### src/rtl/demux1x8_4b_seq_if.sv
// Bus between the nibble producer/consumer and the registered 1-to-8 demux.
// The slave modport is the demux side; master is the producer/consumer side.
interface demux1x8_4b_seq_if #(parameter int WIDTH = 4);
  logic [WIDTH-1:0] d;
  logic             s0;
  logic             s1;
  logic             s2;
  logic             mode;
  logic             in_valid;
  logic             in_ready;
  logic             ack;
  logic [WIDTH-1:0] o0;
  logic [WIDTH-1:0] o1;
  logic [WIDTH-1:0] o2;
  logic [WIDTH-1:0] o3;
  logic [WIDTH-1:0] o4;
  logic [WIDTH-1:0] o5;
  logic [WIDTH-1:0] o6;
  logic [WIDTH-1:0] o7;
  logic [7:0]       lane_valid;
  logic             frame_done;

  modport master (
    output d, s0, s1, s2, mode, in_valid, ack,
    input  in_ready, o0, o1, o2, o3, o4, o5, o6, o7, lane_valid, frame_done
  );

  modport slave (
    input  d, s0, s1, s2, mode, in_valid, ack,
    output in_ready, o0, o1, o2, o3, o4, o5, o6, o7, lane_valid, frame_done
  );
endinterface

### src/rtl/demux1x8_4b_seq.sv
// Registered 1-to-8 nibble demultiplexer with direct or round-robin lane
// selection and a frame-complete handshake released by ack.
module demux1x8_4b_seq #(
  parameter int WIDTH = 4
) (
  input logic              clk,
  input logic              rst_n,
  demux1x8_4b_seq_if.slave bus
);

  typedef enum logic [1:0] {IDLE, FILL, FULL} state_t;

  state_t           state;
  state_t           state_next;
  logic [WIDTH-1:0] lane_data [8];
  logic [7:0]       lane_valid_q;
  logic [7:0]       lane_valid_next;
  logic [2:0]       ptr;
  logic [2:0]       lane;
  logic             accept;
  logic             release_frame;
  logic             frame_full;
  logic             frame_done_q;
  logic             in_ready_c;

  always_comb begin
    lane            = bus.mode ? ptr : {bus.s2, bus.s1, bus.s0};
    accept          = bus.in_valid && in_ready_c;
    release_frame   = bus.ack && (state != IDLE);
    lane_valid_next = accept ? (lane_valid_q | (8'b1 << lane)) : lane_valid_q;
    frame_full      = accept && (lane_valid_next == 8'hFF);
  end

  always_ff @(posedge clk or negedge rst_n) begin
    if (!rst_n) state <= IDLE;
    else        state <= state_next;
  end

  always_comb begin
    state_next = state;
    case (state)
      IDLE:    if (accept) state_next = FILL;
      FILL: begin
        if (bus.ack)         state_next = IDLE;
        else if (frame_full) state_next = FULL;
      end
      FULL:    if (bus.ack) state_next = IDLE;
      default: state_next = IDLE;
    endcase
  end

  // in_ready is held low throughout reset, not just by the reset state value.
  always_comb begin
    in_ready_c = rst_n && (state != FULL) && !bus.ack;
  end

  always_ff @(posedge clk or negedge rst_n) begin
    if (!rst_n) begin
      for (int i = 0; i < 8; i++) lane_data[i] <= '0;
      lane_valid_q <= '0;
      ptr          <= '0;
      frame_done_q <= 1'b0;
    end else begin
      frame_done_q <= (state == FILL) && frame_full;
      if (release_frame) begin
        lane_valid_q <= '0;
        ptr          <= '0;
      end else if (accept) begin
        lane_data[lane] <= bus.d;
        lane_valid_q    <= lane_valid_next;
        if (bus.mode) ptr <= ptr + 3'd1;
      end
    end
  end

  assign bus.o0         = lane_data[0];
  assign bus.o1         = lane_data[1];
  assign bus.o2         = lane_data[2];
  assign bus.o3         = lane_data[3];
  assign bus.o4         = lane_data[4];
  assign bus.o5         = lane_data[5];
  assign bus.o6         = lane_data[6];
  assign bus.o7         = lane_data[7];
  assign bus.lane_valid = lane_valid_q;
  assign bus.frame_done = frame_done_q;
  assign bus.in_ready   = in_ready_c;

endmodule
### src/flat_wrapper.sv
// flat-port wrapper written by rule: the top's interface ports become plain ports
module demux1x8_4b_seq_flat 
#(
  parameter int WIDTH = 4
)
  (clk, rst_n, bus_d, bus_s0, bus_s1, bus_s2, bus_mode, bus_in_valid, bus_ack, bus_in_ready, bus_o0, bus_o1, bus_o2, bus_o3, bus_o4, bus_o5, bus_o6, bus_o7, bus_lane_valid, bus_frame_done);
  demux1x8_4b_seq_if #(.WIDTH(WIDTH)) bus_i ();
  input logic clk;
  input logic rst_n;
  input wire logic [$bits(bus_i.d)-1:0] bus_d;
  input wire logic [$bits(bus_i.s0)-1:0] bus_s0;
  input wire logic [$bits(bus_i.s1)-1:0] bus_s1;
  input wire logic [$bits(bus_i.s2)-1:0] bus_s2;
  input wire logic [$bits(bus_i.mode)-1:0] bus_mode;
  input wire logic [$bits(bus_i.in_valid)-1:0] bus_in_valid;
  input wire logic [$bits(bus_i.ack)-1:0] bus_ack;
  output wire logic [$bits(bus_i.in_ready)-1:0] bus_in_ready;
  output wire logic [$bits(bus_i.o0)-1:0] bus_o0;
  output wire logic [$bits(bus_i.o1)-1:0] bus_o1;
  output wire logic [$bits(bus_i.o2)-1:0] bus_o2;
  output wire logic [$bits(bus_i.o3)-1:0] bus_o3;
  output wire logic [$bits(bus_i.o4)-1:0] bus_o4;
  output wire logic [$bits(bus_i.o5)-1:0] bus_o5;
  output wire logic [$bits(bus_i.o6)-1:0] bus_o6;
  output wire logic [$bits(bus_i.o7)-1:0] bus_o7;
  output wire logic [$bits(bus_i.lane_valid)-1:0] bus_lane_valid;
  output wire logic [$bits(bus_i.frame_done)-1:0] bus_frame_done;
  assign bus_i.d = bus_d;
  assign bus_i.s0 = bus_s0;
  assign bus_i.s1 = bus_s1;
  assign bus_i.s2 = bus_s2;
  assign bus_i.mode = bus_mode;
  assign bus_i.in_valid = bus_in_valid;
  assign bus_i.ack = bus_ack;
  assign bus_in_ready = bus_i.in_ready;
  assign bus_o0 = bus_i.o0;
  assign bus_o1 = bus_i.o1;
  assign bus_o2 = bus_i.o2;
  assign bus_o3 = bus_i.o3;
  assign bus_o4 = bus_i.o4;
  assign bus_o5 = bus_i.o5;
  assign bus_o6 = bus_i.o6;
  assign bus_o7 = bus_i.o7;
  assign bus_lane_valid = bus_i.lane_valid;
  assign bus_frame_done = bus_i.frame_done;
  demux1x8_4b_seq #(.WIDTH(WIDTH)) u_core (.clk(clk), .rst_n(rst_n), .bus(bus_i));
endmodule
### config.mk
export PLATFORM = sky130hd
export DESIGN_NAME = demux1x8_4b_seq_flat
export DESIGN_NICKNAME = d
export VERILOG_FILES = /design/src/rtl/demux1x8_4b_seq_if.sv /design/src/rtl/demux1x8_4b_seq.sv /design/src/flat_wrapper.sv
export SDC_FILE = /design/constraint.sdc
export NUM_CORES = 1
export LEC_CHECK = 0
export BUFFER_PORTS_ARGS = -buffer_cell sky130_fd_sc_hd__buf_2
export CAP_MARGIN = 20
export CORE_MARGIN = 4
export CORE_UTILIZATION = 46
export DETAILED_ROUTE_END_ITERATION = 16
export GPL_TIMING_DRIVEN = 1
export PLACE_DENSITY_LB_ADDON = 0.08
export SYNTH_ARGS = -nofsm -noshare
export SYNTH_HDL_FRONTEND = slang
export SYNTH_SLANG_ARGS = --single-unit
### constraint.sdc
create_clock -name clk -period 1.7 [get_ports clk]
set_input_delay 0 -clock clk [delete_from_list [all_inputs] [get_ports clk]]
set_output_delay 0 -clock clk [all_outputs]
set_load 0.005 [all_outputs]
* Word level (Yosys, flattened, before mapping)
Cells that the tools add are included.
Cells by class: $add $sub $neg 1, $lt $le $gt $ge 2, equal/unequal tests 7, shift-type cells 1, mux-type cells 15, bitwise operators 3, reduce and logical (&&, ||, !) cells 15
Operators by type and width (number):
- 32-bit bitwise mux | 1
- 8-bit 2-to-1 mux | 3
- 4-bit demux with 3-bit select | 1
- 3-bit 2-to-1 mux | 4
- 8-bit equality test (second input constant) | 1
- 2-bit 2-to-1 mux | 4
- 8-bit bitwise OR | 1
- 1-bit by 3-bit left shift with 8-bit output (first input constant) | 1
- 1-bit logical AND | 7
- 2-bit case mux with 3 select lines | 1
- 2-bit nonzero test | 3
- 4-bit >= comparator (second input constant) | 1
- 4-bit by 1-bit < comparator with 1-bit output (second input constant) | 1
- 4-bit 2-to-1 mux | 1
- 2-bit != test (second input constant) | 2
- 3-bit NOT with 4-bit output | 1
- 2-bit AND reduction | 2
- 3-bit by 1-bit adder with 3-bit output (second input constant) | 1
- 3-bit by 2-bit != test with 1-bit output (second input constant) | 1
- 3-bit AND reduction | 1
- 2-bit by 1-bit equality test with 1-bit output (second input constant) | 1
- 2-bit equality test (second input constant) | 1
- 2-bit zero test | 1
- 2-bit by 1-bit != test with 1-bit output (second input constant) | 1
- other kinds (2) | 2
Storage, ports and cells: bits in registers 46, input port bits 12

* Logic depth before layout (Yosys ltp)
word-level depth 10, mapped depth 7, depth with buffers taken out 6

* Least setup slack after synthesis
OpenSTA, ideal clock, no wires.
path kind reg-to-reg, from register u_core.ptr[0], to register u_core.state[0], arrival time 1.768 ns, slack -0.189 ns, stages on the path, launching flop included 7, clock period less this slack 1.889 ns, path through dfrtp_1 mux2i_1 nand4_2 nor3b_2 a21oi_1 or4_4 a22o_1
On the way: cells in the longest elaborated chain, start to end 8
RTL lines:
- start: declaration | RTL line demux1x8_4b_seq.sv:18 | logic [2:0] ptr;
- start signal: assignment | RTL line demux1x8_4b_seq.sv:71 | if (bus.mode) ptr <= ptr + 3'd1;
- 3-bit 2-to-1 mux | RTL line demux1x8_4b_seq.sv:27 | lane = bus.mode ? ptr : {bus.s2, bus.s1, bus.s0};
- 1-bit by 3-bit left shift with 8-bit output | RTL line demux1x8_4b_seq.sv:30 | lane_valid_next = accept ? (lane_valid_q | (8'b1 << lane)) : lane_valid_q;
- 8-bit bitwise OR | RTL line demux1x8_4b_seq.sv:30
- 8-bit 2-to-1 mux | RTL line demux1x8_4b_seq.sv:30
- 8-bit equality test | RTL line demux1x8_4b_seq.sv:31 | frame_full = accept && (lane_valid_next == 8'hFF);
- 1-bit logical AND | RTL line demux1x8_4b_seq.sv:31
- 3-bit by 2-bit != test with 1-bit output (no source line)
- 3-bit AND reduction (no source line)
- end signal: assignment | RTL line demux1x8_4b_seq.sv:36 | else state <= state_next;
- end: declaration | RTL line demux1x8_4b_seq.sv:13 | state_t state;
Every way passes these cells. A chain may end at the register's enable or synchronous reset.

* Worst setup path after layout
from register u_core.ptr[1], to register u_core.state[0]
Same word-level chain as after synthesis.

==> impl_results.html <==
<table>
<tr><th>Metric</th><th>Value</th></tr>
<tr><th colspan="2">Setup path</th></tr>
<tr><td>Setup crit end</td><td>u_core.state[0]</td></tr>
<tr><td>Start-to-end type of the worst setup path</td><td>flip-flop to flip-flop</td></tr>
<tr><td>Launching instance or port of the critical path</td><td>u_core.ptr[1]</td></tr>
<tr><td>Cell with the largest stage delay on the worst path</td><td>or4_4</td></tr>
<tr><td>Reg-to-reg critical path startpoint</td><td>u_core.ptr[1]</td></tr>
<tr><td>Kind of end point of the critical path</td><td>flip-flop</td></tr>
<tr><td>Largest fanout on the critical path</td><td>5</td></tr>
<tr><td>Path depth of the worst reg2reg path</td><td>6</td></tr>
<tr><td>Required time of the critical path</td><td>1.89 ns</td></tr>
<tr><td>CP cell instances</td><td>nand2_2 -&gt; o32a_2 -&gt; nor3b_2 -&gt; a21oi_1 -&gt; or4_4 -&gt; a22o_1</td></tr>
<tr><td>Terminus of the critical flop-to-flop path</td><td>u_core.state[0]</td></tr>
<tr><td>Nature of the critical path startpoint</td><td>flip-flop</td></tr>
<tr><td>Reg-to-reg slack, setup</td><td>-0.18 ns</td></tr>
<tr><td>Kind of cell adding the most delay to the critical path</td><td>simple AND/OR/NAND/NOR gates</td></tr>
<tr><td>Number of logic stages on the critical path including buffering</td><td>6</td></tr>
<tr><td>Maximum single-stage delay on the critical path</td><td>0.56 ns</td></tr>
<tr><td>Arr. time, crit path</td><td>2.06 ns</td></tr>
<tr><td>CP Buf/Inv Count</td><td>0</td></tr>
<tr><th colspan="2">GRT</th></tr>
<tr><td>Pin count of the biggest net entering global routing</td><td>47</td></tr>
<tr><td>Number of global-route vias before repair</td><td>1,596</td></tr>
<tr><td>Global-route wire length before repair</td><td>7.83 mm</td></tr>
<tr><td>Overall global routing resource usage</td><td>0.190</td></tr>
<tr><td>Sum of overflow across all layers after global routing</td><td>0</td></tr>
<tr><td>Antenna violations before repair</td><td>0</td></tr>
<tr><th colspan="2">STA</th></tr>
<tr><td>Unrepaired setup endpoints after global routing</td><td>yes</td></tr>
<tr><td>Hold slack</td><td>0.0118 ns</td></tr>
<tr><td>Final cycle utilization of the critical path</td><td>1.10</td></tr>
<tr><td>Layout Skew</td><td>0.00808 ns</td></tr>
<tr><td>Max Transition Viols Final</td><td>0</td></tr>
<tr><td>Fin crit period</td><td>1.88 ns</td></tr>
<tr><td>Final number of hold-violating endpoints</td><td>0</td></tr>
<tr><td>Slew margin rel.</td><td>0.627</td></tr>
<tr><td>Setup slack after layout</td><td>-0.175 ns</td></tr>
<tr><td>Final setup viols</td><td>19</td></tr>
<tr><td>Transition time at the pin with the least slew margin</td><td>0.559 ns</td></tr>
<tr><td>Maximum clock frequency</td><td>0.533 GHz</td></tr>
<tr><th colspan="2">Outcome</th></tr>
<tr><td>Run status</td><td>finished, violations left</td></tr>
<tr><td>Violated checks</td><td>setup timing</td></tr>
<tr><th colspan="2">Floorplanning</th></tr>
<tr><td>Height of the chip</td><td>74.0 um</td></tr>
<tr><td>Core Box Area</td><td>4120 um2</td></tr>
<tr><td>Die Footprint</td><td>5480 um2</td></tr>
<tr><td>Number of primary I/O pins</td><td>54</td></tr>
<tr><td>Std cell rows</td><td>23</td></tr>
<tr><td>Width of the chip</td><td>74.0 um</td></tr>
<tr><td>Effective utilization at floorplan</td><td>0.487</td></tr>
<tr><th colspan="2">Clock tree</th></tr>
<tr><td>Clock Tree Buf Depth</td><td>2</td></tr>
<tr><td>Clock buffer count from CTS</td><td>5</td></tr>
<tr><td>Clock tree from TritonCTS</td><td>done</td></tr>
<tr><td>Root buffer cell</td><td>clkbuf_8</td></tr>
<tr><td>CTS sink cnt</td><td>46</td></tr>
<tr><td>Source-to-sink clock delay at the later pin of the worst-skew pair</td><td>0.30 ns</td></tr>
<tr><td>Clock edge transition at the registers on the reported setup and hold paths</td><td>0.08 ns</td></tr>
<tr><td>H-tree level count</td><td>2</td></tr>
<tr><th colspan="2">Placed design</th></tr>
<tr><td>RD Place Congestion</td><td>0.830</td></tr>
<tr><td>Number of port buffers</td><td>53</td></tr>
<tr><td>HPWL reported at the end of detailed placement</td><td>3.51 mm</td></tr>
<tr><th colspan="2">Synth</th></tr>
<tr><td>Syn Std Cell Area</td><td>2000 um2</td></tr>
<tr><td>Register area share after synthesis</td><td>0.574</td></tr>
<tr><td>Average instance area after synthesis</td><td>13.7 um2</td></tr>
<tr><td>Synthesized Nets</td><td>159</td></tr>
<tr><td>Synth Flop Type</td><td>dfrtp_1</td></tr>
<tr><td>Synth cell types</td><td>38</td></tr>
<tr><td>Number of warnings issued by yosys</td><td>0</td></tr>
<tr><td>Synth async-reset ratio</td><td>1.00</td></tr>
<tr><td>Flop and latch count out of synthesis</td><td>46</td></tr>
<tr><td>Number of flops mapped to enable cells by yosys</td><td>0</td></tr>
<tr><td>Cells after synthesis</td><td>146</td></tr>
<tr><th colspan="2">Power and ir drop</th></tr>
<tr><td>Pwr Density</td><td>1110 nW/um2</td></tr>
<tr><td>Leakage Power</td><td>0.00133 uW</td></tr>
<tr><td>Worst ir drop on vdd</td><td>0.666 mV</td></tr>
<tr><th colspan="2">Routing</th></tr>
<tr><td>Wire per inst</td><td>16.9 um</td></tr>
<tr><td>Number of DRC violations after detailed routing</td><td>0</td></tr>
<tr><td>Count of TritonRoute iterations in the first routing pass</td><td>4</td></tr>
<tr><td>Total wire length after detailed routing</td><td>4.74 mm</td></tr>
<tr><td>Number of DRC markers after the initial detailed-route iteration</td><td>38</td></tr>
<tr><td>Vias per Instance</td><td>5.26</td></tr>
<tr><td>Remaining antenna violation count after routing</td><td>0</td></tr>
<tr><td>Total vias in the final route</td><td>1,478</td></tr>
<tr><th colspan="2">Layout</th></tr>
<tr><td>Number of nets in the layout</td><td>243</td></tr>
<tr><td>Max reg flops</td><td>8</td></tr>
<tr><td>Layout-stage area growth over the synthesis result</td><td>33.3%</td></tr>
<tr><td>Highest-count cells in the layout ignoring fill and taps</td><td>buf_2 (53), dfrtp_1 (46), mux2_2 (32)</td></tr>
<tr><td>Share of cells above drive strength 1</td><td>0.593</td></tr>
<tr><td>Area occupied by multi-input gates</td><td>875 um2</td></tr>
<tr><td>FILL cells</td><td>330</td></tr>
<tr><td>Most common cell after layout, fill and taps aside</td><td>buf_2</td></tr>
<tr><td>Area taken by flip-flops and latches</td><td>1150 um2</td></tr>
<tr><td>Final core utilization</td><td>0.649</td></tr>
<tr><td>Final antenna diode count</td><td>0</td></tr>
<tr><th colspan="2">Min path</th></tr>
<tr><td>Hold Startpoint</td><td>bus_ack</td></tr>
<tr><td>Hold WC Path Type</td><td>primary input to flip-flop</td></tr>
<tr><th colspan="2">Run</th></tr>
<tr><td>Reported max-cap violation count</td><td>0</td></tr>
</table>
## cell type report
cell class,count,area share
Clock inverter,2,0.0140
Timing Repair Buffer,79,0.173
Clock buffer,6,0.0272
Inverter,3,0.00421
Multi-Input combinational cell,95,0.327
Tap cell,50,0.0234
Sequential cell,46,0.431
## what timing repair did
action	in CTS	in global routing
buffers inserted	0	2
resized for setup	2	8
hold buffers	1	0
endpoints found under the hold margin	46	0
pin swaps	2	2
setup endpoints to repair	20	27
## report_power, final
part	internal (uW)	switching, uW
combinational	419	307
sequential	1320	133
clock	438	350
## metal layers
metal	up-vias	global-route usage	wire length, um
li1	698	-	-
met1	727	0.237	1910
met2	46	0.319	2440
met3	7	0.0581	350
met4	0	0.0563	44
met5	-	0	0
## worst min-delay path by stage
stage | end | slack, ns | cells past startpoint
6_report | u_core.state[1] | 0.01 | 3
5_1_grt | u_core.state[1] | 0.03 | 3
4_1_cts | u_core.state[1] | 0.006 | 3
3_5_place_dp | u_core.bus.o7[1] | 0.14 | 2
3_3_place_gp | u_core.bus.frame_done | 0.12 | 2
2_1_floorplan | u_core.bus.frame_done | -0.30 | 0
## Yosys cell counts, types with 3 or more instances
cell type	n	area, um2
dfrtp_1	46	1150
o21a_1	5	37.5
a21oi_1	3	15.0
o21bai_1	3	22.5
nand3_1	3	15.0
mux2_2	32	360
and2_1	5	31.3
inv_1	3	11.3
nor2_1	10	37.5
nor3b_1	4	30.0
o21ai_0	3	15.0
## stage by stage
step | cell area, um2 | TNS [ns] | std cells | setup slack (ns) | power (uW)
2_1_floorplan | 2000 | -0.274 | 146 | -0.168 | 1770
3_3_place_gp | 2490 | -0.294 | 270 | -0.167 | 2140
3_5_place_dp | 2490 | -0.629 | 270 | -0.262 | 2180
4_1_cts | 2620 | -0.606 | 279 | -0.258 | 2990
5_1_grt | 2670 | -2.27 | 281 | -0.253 | 3140
6_report | 2670 | -0.637 | 281 | -0.175 | 2960
## tightest hold or removal path, stage by stage
cell and delay [ns]:
buf_2 0.08, buf_4 0.11, o22ai_1 0.07
## kinds of logic after synthesis
family	count (synthesis)	synth area share
AND/OR/NAND/NOR	37	0.131
adder cells (fa/ha/maj)	1	0.00624
AO/OA/AOI/OAI	22	0.0787
multiplexers	34	0.192
XOR/XNOR	1	0.00437
buffers and inverters	5	0.0131
flip-flops	46	0.574
No activity file was read; power rests on OpenSTA's default activity.
